[config.mk]
export PLATFORM = sky130hd
export DESIGN_NAME = datapath_seq
export DESIGN_NICKNAME = d
export VERILOG_FILES = /design/src/rtl/datapath_seq.sv
export SDC_FILE = /design/constraint.sdc
export NUM_CORES = 1
export LEC_CHECK = 0
export CORE_MARGIN = 2
export CORE_UTILIZATION = 50
export CTS_CLUSTER_DIAMETER = 120
export DETAILED_ROUTE_END_ITERATION = 10
export PLACE_DENSITY = 0.77
export SLEW_MARGIN = 15
export SYNTH_ARGS = -nofsm -noshare
export SYNTH_HDL_FRONTEND = slang
export SYNTH_SLANG_ARGS = --single-unit
[constraint.sdc]
create_clock -name clk -period 3.9 [get_ports clk]
set_clock_uncertainty 0.2 [all_clocks]
set_input_delay 1.17 -clock clk [delete_from_list [all_inputs] [get_ports clk]]
set_output_delay 1.17 -clock clk [all_outputs]
set_load 0.005 [all_outputs]
[src/rtl/datapath_seq.sv]
// datapath_seq: register file, B shifter, ALU and A/B/C/status registers sequenced by an internal FSM.
// Latency from the start edge to done: ALU ops 5, CMP 4, MOVI 2, NOP 1 cycles. N/V flags only with DATAPATH_SEQ_NV_FLAGS_EN.
// Backpressure: start is sampled only while busy=0; a start seen while busy is dropped, not queued.
module datapath_seq #(
    parameter int WIDTH = 16,
    parameter int NREGS = 8,
    localparam int RW = $clog2(NREGS)
) (
    input  logic             clk,
    input  logic             reset_n,
    input  logic             start,
    input  logic [2:0]       op,
    input  logic [RW-1:0]    rd,
    input  logic [RW-1:0]    rn,
    input  logic [RW-1:0]    rm,
    input  logic [1:0]       shift,
    input  logic [WIDTH-1:0] imm,
    output logic             busy,
    output logic             done,
    output logic [WIDTH-1:0] datapath_out,
    output logic [2:0]       status
);

    localparam logic [2:0] S_IDLE = 3'd0;
    localparam logic [2:0] S_RDA  = 3'd1;
    localparam logic [2:0] S_RDB  = 3'd2;
    localparam logic [2:0] S_EXEC = 3'd3;
    localparam logic [2:0] S_WB   = 3'd4;
    localparam logic [2:0] S_DONE = 3'd5;

    localparam logic [2:0] OP_MOVI = 3'b000;
    localparam logic [2:0] OP_MOV  = 3'b001;
    localparam logic [2:0] OP_ADD  = 3'b010;
    localparam logic [2:0] OP_CMP  = 3'b011;
    localparam logic [2:0] OP_AND  = 3'b100;
    localparam logic [2:0] OP_MVN  = 3'b101;

    logic [2:0]                  state_q;
    logic [2:0]                  state_nxt;
    logic                        accept;

    logic [2:0]                  op_q;
    logic [RW-1:0]               rd_q;
    logic [RW-1:0]               rn_q;
    logic [RW-1:0]               rm_q;
    logic [1:0]                  shift_q;
    logic [WIDTH-1:0]            imm_q;

    logic [NREGS-1:0][WIDTH-1:0] rf;
    logic [WIDTH-1:0]            a_q;
    logic [WIDTH-1:0]            b_q;
    logic [WIDTH-1:0]            c_q;
    logic [2:0]                  status_q;

    logic [WIDTH-1:0]            sh_b;
    logic [WIDTH-1:0]            alu_res;
    logic                        alu_wr_c;
    logic                        flag_z;
    logic                        flag_n;
    logic                        flag_v;
    logic                        rf_we;
    logic [WIDTH-1:0]            rf_wdat;

    assign accept = (state_q == S_IDLE) && start;

    always_comb begin
        state_nxt = state_q;
        case (state_q)
            S_IDLE: begin
                if (start) begin
                    if (op == OP_MOVI)
                        state_nxt = S_WB;
                    else if (op[2:1] == 2'b11)
                        state_nxt = S_DONE;
                    else
                        state_nxt = S_RDA;
                end
            end
            S_RDA:   state_nxt = S_RDB;
            S_RDB:   state_nxt = S_EXEC;
            S_EXEC:  state_nxt = (op_q == OP_CMP) ? S_DONE : S_WB;
            S_WB:    state_nxt = S_DONE;
            S_DONE:  state_nxt = S_IDLE;
            default: state_nxt = S_IDLE;
        endcase
    end

    // Shifter works on the registered B operand so EXEC sees a stable value.
    always_comb begin
        sh_b = b_q;
        case (shift_q)
            2'b01:   sh_b = {b_q[WIDTH-2:0], 1'b0};
            2'b10:   sh_b = {1'b0, b_q[WIDTH-1:1]};
            2'b11:   sh_b = {b_q[WIDTH-1], b_q[WIDTH-1:1]};
            default: sh_b = b_q;
        endcase
    end

    always_comb begin
        alu_res  = '0;
        alu_wr_c = 1'b1;
        case (op_q)
            OP_MOV: alu_res = sh_b;
            OP_ADD: alu_res = a_q + sh_b;
            OP_CMP: begin
                alu_res  = a_q - sh_b;
                alu_wr_c = 1'b0;
            end
            OP_AND: alu_res = a_q & sh_b;
            OP_MVN: alu_res = ~sh_b;
            default: alu_wr_c = 1'b0;
        endcase
    end

    assign flag_z = (alu_res == '0);

`ifdef DATAPATH_SEQ_NV_FLAGS_EN
    assign flag_n = alu_res[WIDTH-1];

    // Signed overflow: operand signs vs. result sign, with B inverted for the subtract.
    always_comb begin
        flag_v = 1'b0;
        case (op_q)
            OP_ADD:  flag_v = (a_q[WIDTH-1] == sh_b[WIDTH-1]) && (alu_res[WIDTH-1] != a_q[WIDTH-1]);
            OP_CMP:  flag_v = (a_q[WIDTH-1] != sh_b[WIDTH-1]) && (alu_res[WIDTH-1] != a_q[WIDTH-1]);
            default: flag_v = 1'b0;
        endcase
    end
`else
    assign flag_n = 1'b0;
    assign flag_v = 1'b0;
`endif

    assign rf_we   = (state_q == S_WB);
    assign rf_wdat = (op_q == OP_MOVI) ? imm_q : c_q;

    always_ff @(posedge clk) begin
        if (!reset_n) begin
            state_q  <= S_IDLE;
            op_q     <= '0;
            rd_q     <= '0;
            rn_q     <= '0;
            rm_q     <= '0;
            shift_q  <= '0;
            imm_q    <= '0;
            rf       <= '0;
            a_q      <= '0;
            b_q      <= '0;
            c_q      <= '0;
            status_q <= '0;
        end else begin
            state_q <= state_nxt;
            if (accept) begin
                op_q    <= op;
                rd_q    <= rd;
                rn_q    <= rn;
                rm_q    <= rm;
                shift_q <= shift;
                imm_q   <= imm;
            end
            if (state_q == S_RDA)
                a_q <= rf[rn_q];
            if (state_q == S_RDB)
                b_q <= rf[rm_q];
            if (state_q == S_EXEC) begin
                status_q <= {flag_v, flag_n, flag_z};
                if (alu_wr_c)
                    c_q <= alu_res;
            end
            if (rf_we)
                rf[rd_q] <= rf_wdat;
        end
    end

    assign busy         = (state_q != S_IDLE);
    assign done         = (state_q == S_DONE);
    assign datapath_out = c_q;
    assign status       = status_q;

endmodule

==> summary.txt, run 1 <==
Gr ovfl total - 0
# clock sinks - 210
# placed instances - 1542
Hold endpoint - imm_q[7]$_SDFFE_PN0P_
Reg2Reg Depth - 18
Mean Syn Cell Area - 9.778 sq um
Main synth FF type - dfxtp_1
Relative slew slack - 18.42%
Vias per std cell - 6.339
Skew-Pair Late Insertion Delay - 540 ps
Post-synth EDFFs - 0
Final core occ - 59.63%
Number of buffers added on ports - 51
#FFs+latches synth - 210
Share of cells above drive strength 1 - 18.62%
Initial antenna violation count - 0
GP Congestion - 0.8970
Crit end category - flip-flop
Routed Antenna Nets - 0
Root buf cell - clkbuf_16
Hold slack - 268.4 ps
Worst vdd ir - 0.0003873 V
Status - finished clean
# DRC - 0
Number of buffers created by CTS - 23
Final worst-path cycle share - 97.22%
Worst path arrival time - 4030 ps
Cell row count - 56
Vias in the first global route - 9444
Ports - 54
Seq. cell area - 4215 sq um
Place WS - -87.71 ps
Fillers - 1980
Drt pass-1 iters - 6
Maximum clock path buffer count - 3
Area of the multi-input gates - 7407 sq um
Die Area - 25090 sq um
Syn-to-layout area delta - 17.08%
Number of diodes - 0
Clock-pin slew on the worst setup and hold paths - 70 ps
Die height - 158.4 um
Design Power - 7.575 mW
CTS Hold Bufs - 0
Routed via count - 10.09k
Hold Path Depth - 2
Fin crit period - 3792 ps
Post-DP Area - 12960 sq um
Mapped cell area - 11920 sq um
Total Wirelength - 33600 um
Post-synthesis sequential area ratio - 35.27%
Flop2flop setup slack - 110 ps
Final instance area - 13950 sq um
HP Start - imm_q[7]$_SDFFE_PN0P_
Cell count after synthesis - 1219
Largest area contributor in the synthesized netlist - dfxtp_1
Pins Over Slew Limit - 0
Post-DP HPWL - 22450 um
Least-Margin Pin Slew - 1190 ps
CP Data Required Time - 4140 ps
Min setup slack post-route - 108.2 ps
RSZ-0062 raised after global routing - true
Reg2reg start - shift_q[0]$_SDFFE_PN0P_
Synth area leaders - dfxtp_1 35%, o211a_1 14%, mux4_2 12%, nand2_1 8.3%, mux2i_1 5.6%
CTS tree - done
Placeable Area - 23400 sq um
Final Hold Violating Endpoints - 0
Finished Layout Cells - 1592
Type of origin of the critical path - flip-flop
Total of max-cap violations - 0
Fmax - 263.7 MHz
Lkg Pwr - 6.994 nW
DIE WIDTH - 158.4 um
Layout net count - 1307
Routed len/inst - 21.11 um
Pin count of the biggest net entering global routing - 211
Final setup TNS - 0 ps
RR Endpoint - status[0]$_SDFFE_PN0P_
Tightest Hold Check Type - reg -> reg
Synth warn - 0
Setup CP Type - reg -> reg
Synth top area share - 35.27%
Initial Util - 50.93%
Total track usage - 26.33%
Worst-path fanout max - 7
Ys async rst share - 0%
Netlist cell types - 82
Final setup viols - 0
Global-route wire length before repair - 51410 um
Initial DRC Count - 1026
CTS H-tree lvls - 1
PwrDens - 542.8 nW/um^2
## worst max-delay path, cell delays in order, from the launching register on
cell and delay [ps]:
dfxtp_4 390, mux2i_1 200, o21ai_1 90, inv_1 80, ha_2 190, o211a_1 170
and4_1 220, nor2_1 60, xor2_1 150, ha_1 320, buf_4 140, nand2_2 70
a2111oi_4 370, nor4_2 100, a211oi_2 220, a31oi_1 140, xor2_1 150, nor2_1 80
o41ai_2 360
## power breakdown
part / internal [mW] / switching, mW / leakage [nW] / total (mW)
registers: 2.28 / 0.203 / 1.70 / 2.48
logic: 1.24 / 1.50 / 4.88 / 2.73
clock network: 1.39 / 0.967 / 0.406 / 2.36
total: 4.91 / 2.67 / 6.99 / 7.58
## cell families after synthesis
logic type                 Yosys count  share of synthesized area (%)
and+or+nand+nor                    389                          14.44
AOI/OAI and AO/OA                  313                          23.05
DFF                                210                          35.27
muxes                              144                          19.11
buffers and inverters              118                          4.230
xor gates and xnor gates            26                          1.911
adders and majority gates           18                          1.953
other                                1                        0.03146
## layout by cell type, fill, tap and decap left out, drive strengths merged, types with 5 or more instances in the layout
cell           netlist  layout
nor4                 5       5
clkbuf              86      28
nand2              264     264
a31oi                6       6
nor2                35      35
xnor2               13      13
clkdlybuf4s50        0      50
clkinv               1       7
nor3b               10      10
buf                 20      67
a21oi               24      24
o221a                5       5
mux2                12      12
mux2i               68      68
a21boi              32      32
inv                 11      14
a211oi               7       7
nor4b                6       6
nand3                9       9
nand2b              12      12
o21ai               26      26
nor2b                9       9
ha                  17      17
xor2                13      13
a22oi                7       7
o211a              172     172
mux4                64      64
dfxtp              210     210
nor3                11      11
## sequential cells by signal, indices dropped and copies added (netlist names), 3 cells and up
signal	flops
imm_q	16
rn_q	3
rf	128
b_q	16
state_q	3
datapath_out	16
rd_q	3
op_q	3
a_q	16
rm_q	3
## Yosys cell counts, drive strengths merged, types with 13 or more instances
master  number
a21boi      32
a21oi       24
buf         20
clkbuf      86
dfxtp      210
ha          17
mux2i       68
mux4        64
nand2      264
nor2        35
o211a      172
o21ai       26
xnor2       13
xor2        13
## how the worst max path moves through the flow
| stage | to | from | slack, ps |
|---|---|---|---|
| detailed placement | status[0]$_SDFFE_PN0P_ | shift_q[0]$_SDFFE_PN0P_ | -90 |
| CTS | status[0]$_SDFFE_PN0P_ | b_q[1]$_SDFFE_PN0N_ | 7 |
| global route | status[0]$_SDFFE_PN0P_ | shift_q[0]$_SDFFE_PN0P_ | -120 |
| floorplan | status[0]$_SDFFE_PN0P_ | shift_q[1]$_SDFFE_PN0P_ | -20 |
| finish | status[0]$_SDFFE_PN0P_ | shift_q[0]$_SDFFE_PN0P_ | 110 |
| global placement | status[0]$_SDFFE_PN0P_ | shift_q[0]$_SDFFE_PN0P_ | 10 |
## final cells by class
class / count / share of cell area, %
inverter: 12 / 0.3228
clock buffer: 28 / 4.618
timing repair buffer: 117 / 7.630
tap: 319 / 2.860
sequential: 210 / 30.21
multi-input combinational: 892 / 53.08
clock inverter: 14 / 1.282
## layer usage
layer / up-vias / part of all wire, % / track usage [%]
met1: 5040 / 43 / 37.03
li1: 4596 / - / -
met2: 368 / 47 / 41.80
met4: 0 / 3.1 / 9.266
met5: - / 0 / 0
met3: 87 / 6.4 / 3.538
## repair_timing
| action | 4_1_cts | 5_1_grt |
|---|---|---|
| setup endpoints to repair | 2 | 6 |
| setup buffers | 1 | 7 |
| resized for setup | 2 | 27 |
| pin swaps | 0 | 16 |
(Power assumes the default switching activity.)
==> inputs of run 2 (changes only) <==
--- a/config.mk
+++ b/config.mk
@@ -5,6 +5,9 @@
 export SDC_FILE = /design/constraint.sdc
 export NUM_CORES = 1
 export LEC_CHECK = 0
+export ABC_AREA = 1
+export CAP_MARGIN = 30
+export CORE_ASPECT_RATIO = 1.2
 export CORE_MARGIN = 2
 export CORE_UTILIZATION = 50
 export CTS_CLUSTER_DIAMETER = 120
==> run 2 against run 1 <==
- first-iteration DRC count grew 9.1%
- combinational power is 23% higher
- utilization fell by 1.2 points
- non-clock buffer count fell by 9
- synthesized cell count rose by 45%
- clock power down 2%
- flip-flop and latch count is the same
- critical path type unchanged
- die area is 2.1% lower
- cell count grew 32%
- hold slack got worse by 22 ps
- largest cell class unchanged
==> summary.txt, run 2 <==
Status - finished clean
Mapped cell area - 11650 sq um (-2.2%)
Number of buffers added on ports - 51 (unchanged)
Gr ovfl total - 0 (unchanged)
Final setup TNS - 0 ps (unchanged)
Total of max-cap violations - 0 (unchanged)
Crit end category - flip-flop
Cell row count - 61 (+8.9%)
Layout net count - 1822 (+39%)
Placeable Area - 23050 sq um (-1.5%)
Share of cells above drive strength 1 - 8.166% (-10 points)
# DRC - 0 (unchanged)
Die height - 171.3 um (+8.1%)
CP peak stage delay - 400 ps (about the same)
Total Wirelength - 37690 um (+12%)
Max FFs per register - 128 (unchanged)
Ys async rst share - 0% (unchanged)
Post-synthesis sequential area ratio - 36.07% (+0.80 points)
Least-Margin Pin Slew - 996.1 ps (-193.5 ps)
Synth area leaders - dfxtp_1 36%, o21ai_0 14%, a21oi_1 13%, nand2_1 7.9%, inv_1 5.2%
# clock sinks - 210 (unchanged)
Crit-path slowest cell - dfxtp_4
Place WS - 24.07 ps (+111.8 ps)
CP top delay family - simple AND/OR/NAND/NOR gates
Mean Syn Cell Area - 6.615 sq um (-32%)
DIE WIDTH - 143.4 um (-9.5%)
#FFs+latches synth - 210 (unchanged)
Skew-Pair Late Insertion Delay - 520 ps (-20 ps)
Initial antenna violation count - 0 (unchanged)
Global-route wire length before repair - 58130 um (+13%)
CTS H-tree lvls - 1 (unchanged)
Worst-path fanout max - 10 (+3)
Final core occ - 58.41% (-1.2 points)
Final Hold Violating Endpoints - 0 (unchanged)
Vias in the first global route - 11.05k (+17%)
Post-synth EDFFs - 0 (unchanged)
GP Congestion - 0.9546 (+6.4%)
Area of the multi-input gates - 6394 sq um (-14%)
Most common cell in the synthesized netlist - o21ai_0
Clock-pin slew on the worst setup and hold paths - 60 ps (about the same)
Relative slew slack - 33.52% (+15 points)
Post-DP HPWL - 25610 um (+14%)
Setup CP Type - reg -> reg
Root buf cell - clkbuf_16
Commonest cells after routing, fill and taps aside - 313 x o21ai_0, 296 x a21oi_1, 240 x nand2_1
Worst path arrival time - 3910 ps (-120 ps)
Worst path most repeated cell - nand2_1
Pins Over Slew Limit - 0 (unchanged)
Ports - 54 (unchanged)
Most flop-heavy register - rf
Lkg Pwr - 5.216 nW (-25%)
Type of origin of the critical path - flip-flop
Die Area - 24550 sq um (-2.1%)
Fillers - 2175 (+9.8%)
Initial DRC Count - 1119 (+9.1%)
Final worst-path cycle share - 95.03% (-2.2 points)
Main synth FF type - dfxtp_1
Synth warn - 0 (unchanged)
CP Data Required Time - 4100 ps (-40 ps)
Number of diodes - 0 (unchanged)
Seq. cell area - 4214 sq um (about the same)
Most common cell after layout, fill and taps aside - o21ai_0
Syn-to-layout area delta - 15.51%
Drt pass-1 iters - 5 (-1)
RSZ-0062 raised after global routing - true
Routed len/inst - 17.92 um (-15%)
Fmax - 269.8 MHz (+2.3%)
Critical Path, Cell by Cell - inv_4 > buf_4 > nand3_4 > nand3_4 > nor3b_4 > nand2_1 > or3_4 > nor2_4 > a21oi_4 > xor2_1 > ha_1 > nand2_2 > nor2_2 > nand4_1 > nand3_1 > nand2_1 > nand2_1 > a21oi_2 > nor2_1 > nor2_1 > a21oi_2 > nand2_1 > o211ai_1 > inv_1
# placed instances - 2054 (+33%)
Finished Layout Cells - 2103 (+32%)
Total track usage - 29.75% (+3.4 points)
Worst Path Buf+Inv - 3 (+1)
CTS tree - done
Min setup slack post-route - 194.0 ps (+85.73 ps)
PwrDens - 603.2 nW/um^2 (+11%)
Routed Antenna Nets - 0 (unchanged)
Final setup viols - 0 (unchanged)
Tightest Hold Check Type - reg -> reg
Routed via count - 12.31k (+22%)
Cell count after synthesis - 1762 (+45%)
Synth top area share - 36.07% (+0.80 points)
Initial Util - 50.56% (-0.37 points)
Number of buffers created by CTS - 23 (unchanged)
Netlist cell types - 37 (-55%)
Fin crit period - 3706 ps (-85.73 ps)
Largest area contributor in the synthesized netlist - dfxtp_1
Pin count of the biggest net entering global routing - 100 (-53%)
Worst vdd ir - 0.0003359 V (-13%)
Synth top cells by count - 315 x o21ai_0, 299 x a21oi_1, 245 x nand2_1
Maximum clock path buffer count - 3 (unchanged)
Vias per std cell - 5.853 (-7.7%)
run 2: cell types whose count changed after synthesis, sizes merged, moves of 17 or more:
cell / previous run / this run
mux2i: 68 / 0
a21boi: 32 / 0
inv: 11 / 164
a21oi: 24 / 300
nand2: 264 / 247
nand3: 9 / 133
mux4: 64 / 0
nor2: 35 / 155
o21ai: 26 / 317
clkbuf: 86 / 110
o211a: 172 / 0
o211ai: 1 / 51
run 2: logic make-up (layout without fill, tap and decap cells):
logic type	after synthesis	in the layout	synth area share, %
AOI/OAI and AO/OA	675	675	30.40
and+or+nand+nor	552	552	20.70
buffers and inverters	292	317	9.748
DFF	210	210	36.07
adders and majority gates	18	18	1.997
xor gates and xnor gates	14	14	1.052
other	1	2	0.03218
run 2: routing by layer:
layer / vias to the layer above / wire, um / global-route usage (%) / part of all wire [%]
li1: 5984 / - / - / -
met1: 5633 / 14660 / 36.73 / 39
met2: 570 / 18080 / 50.56 / 48
met3: 122 / 3176 / 4.621 / 8.4
met4: 0 / 1776 / 14.32 / 4.7
met5: - / 0 / 0 / 0
run 2: timing repair:
| action | CTS | global route |
|---|---|---|
| cloned | 0 | 0 |
| pin swaps | 0 | 11 |
| hold buffers | 0 | 0 |
| resized for setup | 1 | 20 |
| setup endpoints to repair | 1 | 4 |
| buffers inserted | 0 | 3 |
run 2: final cells by class:
cell class	instances	area share (%)
Clock inverter	10	1.199
Inverter	167	4.675
Clock buffer	32	4.749
Tap cell	315	2.928
Sequential cell	210	31.30
Multi-Input combinational cell	1261	47.49
Timing Repair Buffer	108	7.658
run 2: worst paths after layout:
path / slack, ps / start / end / cells after the start
max: 190 / shift_q[1]$_SDFFE_PN0P_ / datapath_out[14]$_SDFFE_PN0P_ / 24
min: 250 / imm_q[6]$_SDFFE_PN0P_ / imm_q[6]$_SDFFE_PN0P_ / 2
max reg2reg: 190 / shift_q[1]$_SDFFE_PN0P_ / datapath_out[14]$_SDFFE_PN0P_ / 24
min reg2reg: 250 / imm_q[6]$_SDFFE_PN0P_ / imm_q[6]$_SDFFE_PN0P_ / 2
run 2: metrics by stage:
step | hold slack, ps | power [mW] | cell area (sq um)
6_report | 246.7 | 8.121 | 13460
2_1_floorplan | 224.5 | 4.713 | 11660
4_1_cts | 247.7 | 7.930 | 13290
3_3_place_gp | 233.4 | 5.554 | 12440
3_5_place_dp | 238.7 | 5.611 | 12490
5_1_grt | 268.9 | 8.616 | 13460
run 2: tightest hold or removal path: cells and delay by family (launching register included):
| kind | cells | cell delay [ps] |
|---|---|---|
| compound gates | 1 | 50 |
| buf+inv | 1 | 50 |
| flops | 1 | 300 |
run 2: power by group:
part | internal [mW] | switching, mW
clock network | 1.42 | 0.905
registers | 2.30 | 0.153
logic | 1.14 | 2.20
total | 4.86 | 3.26
==> inputs of run 3 (changes only) <==
--- a/config.mk
+++ b/config.mk
@@ -12,7 +12,7 @@
 export CORE_UTILIZATION = 50
 export CTS_CLUSTER_DIAMETER = 120
 export DETAILED_ROUTE_END_ITERATION = 10
-export PLACE_DENSITY = 0.77
+export PLACE_DENSITY = 0.71
 export SLEW_MARGIN = 15
 export SYNTH_ARGS = -nofsm -noshare
 export SYNTH_HDL_FRONTEND = slang
==> run 3 against run 2 <==
- hold slack gained 4.3 ps
- design area barely moved
- via count decreased by 0.18%
- flip-flop and latch count unchanged
- first-iteration DRC count is 11% higher
- clock power is 8.6% lower
- global-route usage rose by 2.1 points
- sequential power about the same
- cell count stayed put
- wire length up 5.4%
- critical path depth shrank 2
==> summary.txt, run 3 (same netlist as run 2, synthesis figures left out) <==
Worst vdd ir - 0.0003398 V (+1.1%)
Critical Path, Cell by Cell - buf_6 > nand2_2 > nand3_2 > inv_2 > ha_4 > nor3b_4 > nand2_2 > or3_4 > nor2_4 > a21oi_4 > xor2_1 > ha_1 > inv_1 > o21ai_0 > nor2_1 > nand2_2 > a21oi_2 > nand2_1 > nand2_1 > o21ai_2 > o21ai_0 > inv_1
Final worst-path cycle share - 95.05% (about the same)
Fillers - 2201 (+1.2%)
CTS H-tree lvls - 1 (unchanged)
CP top delay family - simple AND/OR/NAND/NOR gates
Syn-to-layout area delta - 15.52% (about the same)
Seq. cell area - 4214 sq um (unchanged)
Global-route wire length before repair - 61620 um (+6.0%)
Number of diodes - 0 (unchanged)
Hold endpoint - imm_q[3]$_SDFFE_PN0P_
Share of cells above drive strength 1 - 8.613% (+0.45 points)
Fmax - 269.8 MHz (about the same)
CP peak stage delay - 370 ps (-30 ps)
Tightest Hold Check Type - reg -> reg
Area of the multi-input gates - 6424 sq um (+0.47%)
Cell row count - 61 (unchanged)
# DRC - 0 (unchanged)
DIE WIDTH - 143.4 um (unchanged)
Most flop-heavy register - rf
Initial antenna violation count - 0 (unchanged)
CTS tree - done
HP Start - imm_q[3]$_SDFFE_PN0P_
Clock-pin slew on the worst setup and hold paths - 60 ps (about the same)
Final setup viols - 0 (unchanged)
Number of buffers added on ports - 51 (unchanged)
# Post-CTS Setup Buffers - 0 (unchanged)
Hold slack - 251.0 ps (+4.341 ps)
Maximum clock path buffer count - 3 (unchanged)
Reg2reg start - shift_q[1]$_SDFFE_PN0P_
Hold Path Depth - 2 (unchanged)
Crit end category - flip-flop
Die Area - 24550 sq um (unchanged)
Reg2Reg Depth - 22 (-8.3%)
Worst path arrival time - 3910 ps (about the same)
Worst Path Buf+Inv - 4 (+1)
Pin count of the biggest net entering global routing - 170 (+70%)
Placeable Area - 23050 sq um (unchanged)
Type of origin of the critical path - flip-flop
Routed len/inst - 18.89 um (+5.4%)
Layout net count - 1825 (+0.16%)
CP Data Required Time - 4100 ps (about the same)
Initial Util - 50.56% (unchanged)
Die height - 171.3 um (unchanged)
Routed Antenna Nets - 0 (unchanged)
Relative slew slack - 34.67% (+1.2 points)
Skew-Pair Late Insertion Delay - 530 ps (about the same)
Worst path most repeated cell - nand2_2
GP Congestion - 0.9992 (+4.7%)
Routed via count - 12.29k (-0.18%)
Flop2flop setup slack - 190 ps (about the same)
PwrDens - 596.8 nW/um^2 (-1.1%)
Post-DP HPWL - 26670 um (+4.2%)
# clock sinks - 210 (unchanged)
Status - finished clean
Total of max-cap violations - 0 (unchanged)
Crit-path slowest cell - dfxtp_4
Final Hold Violating Endpoints - 0 (unchanged)
Commonest cells after routing, fill and taps aside - 312 x o21ai_0, 295 x a21oi_1, 235 x nand2_1
Ports - 54 (unchanged)
Root buf cell - clkbuf_16
Final setup TNS - 0 ps (unchanged)
Total track usage - 31.88% (+2.1 points)
Vias per std cell - 5.843 (-0.18%)
Lkg Pwr - 5.209 nW (-0.13%)
Initial DRC Count - 1237 (+11%)
Vias in the first global route - 11.37k (+2.9%)
Gr ovfl total - 0 (unchanged)
Pins Over Slew Limit - 0 (unchanged)
Least-Margin Pin Slew - 979.9 ps (-16.20 ps)
Fin crit period - 3707 ps (+0.8430 ps)
RR Endpoint - datapath_out[13]$_SDFFE_PN0P_
Worst-path fanout max - 6 (-4)
Drt pass-1 iters - 6 (+1)
Total Wirelength - 39720 um (+5.4%)
Most common cell after layout, fill and taps aside - o21ai_0
Setup CP Type - reg -> reg
Max FFs per register - 128 (unchanged)
Number of buffers created by CTS - 23 (unchanged)
[run 3: worst max-delay path by stage]
stage               cells after the start                    start                             to  slack, ps
global route                           23  shift_q[0]$_SDFFE_PN0P_         status[0]$_SDFFE_PN0P_        -50
CTS                                    25  shift_q[1]$_SDFFE_PN0P_  datapath_out[14]$_SDFFE_PN0P_         70
global placement                       25  shift_q[1]$_SDFFE_PN0P_  datapath_out[14]$_SDFFE_PN0P_        180
floorplan                              27  shift_q[1]$_SDFFE_PN0P_  datapath_out[14]$_SDFFE_PN0P_        400
detailed placement                     25  shift_q[1]$_SDFFE_PN0P_  datapath_out[14]$_SDFFE_PN0P_        120
finish                                 22  shift_q[1]$_SDFFE_PN0P_  datapath_out[13]$_SDFFE_PN0P_        190
[run 3: cell type report]
cell class	instances	share of cell area (%)
flip-flops and latches	210	31.30
clock buffers	34	4.879
well taps	315	2.927
inverters	167	4.674
clock inverters	5	0.4182
repair buffers	111	8.094
multi-input cells	1261	47.71
[run 3: layer usage]
| layer | routed length (um) | up-vias | global-route usage, % | part of all wire, % |
|---|---|---|---|---|
| met5 | 0 | - | 0 | 0 |
| met2 | 18780 | 546 | 53.62 | 47 |
| met4 | 2209 | 0 | 16.97 | 5.6 |
| li1 | - | 5972 | - | - |
| met1 | 15650 | 5622 | 38.70 | 39 |
| met3 | 3080 | 147 | 5.707 | 7.8 |
[run 3: worst reg2reg max path: stages, from the launching register on]
cell and delay (ps):
dfxtp_4 370, buf_6 130, nand2_2 50, nand3_2 90, inv_2 90, ha_4 130
nor3b_4 190, nand2_2 80, or3_4 360, nor2_4 130, a21oi_4 80, xor2_1 150
ha_1 350, inv_1 90, o21ai_0 90, nor2_1 180, nand2_2 110, a21oi_2 180
nand2_1 80, nand2_1 80, o21ai_2 70, o21ai_0 230, inv_1 80
[run 3: stage by stage]
stage	power, mW	instances	utilization [%]	instance area (sq um)	setup slack, ps
after floorplan	4.713	1763	-	11660	396.7
after global placement	5.600	2057	54.15	12480	184.0
after detailed placement	5.674	2062	54.64	12590	117.5
after CTS	7.783	2101	57.74	13310	70.76
after global routing	8.535	2103	58.41	13460	-48.62
final	8.035	2103	58.41	13460	193.1
[run 3: what timing repair did]
item	CTS	global route
hold endpoints to repair	0	0
endpoints found under the setup margin	0	6
hold buffers	0	0
resized for setup	0	33
[run 3: power breakdown]
| group | leakage [nW] | switching (mW) | internal (mW) |
|---|---|---|---|
| sequential | 1.70 | 0.137 | 2.30 |
| clock | 0.347 | 0.897 | 1.23 |
| combinational | 3.16 | 2.31 | 1.17 |
| total | 5.21 | 3.34 | 4.69 |
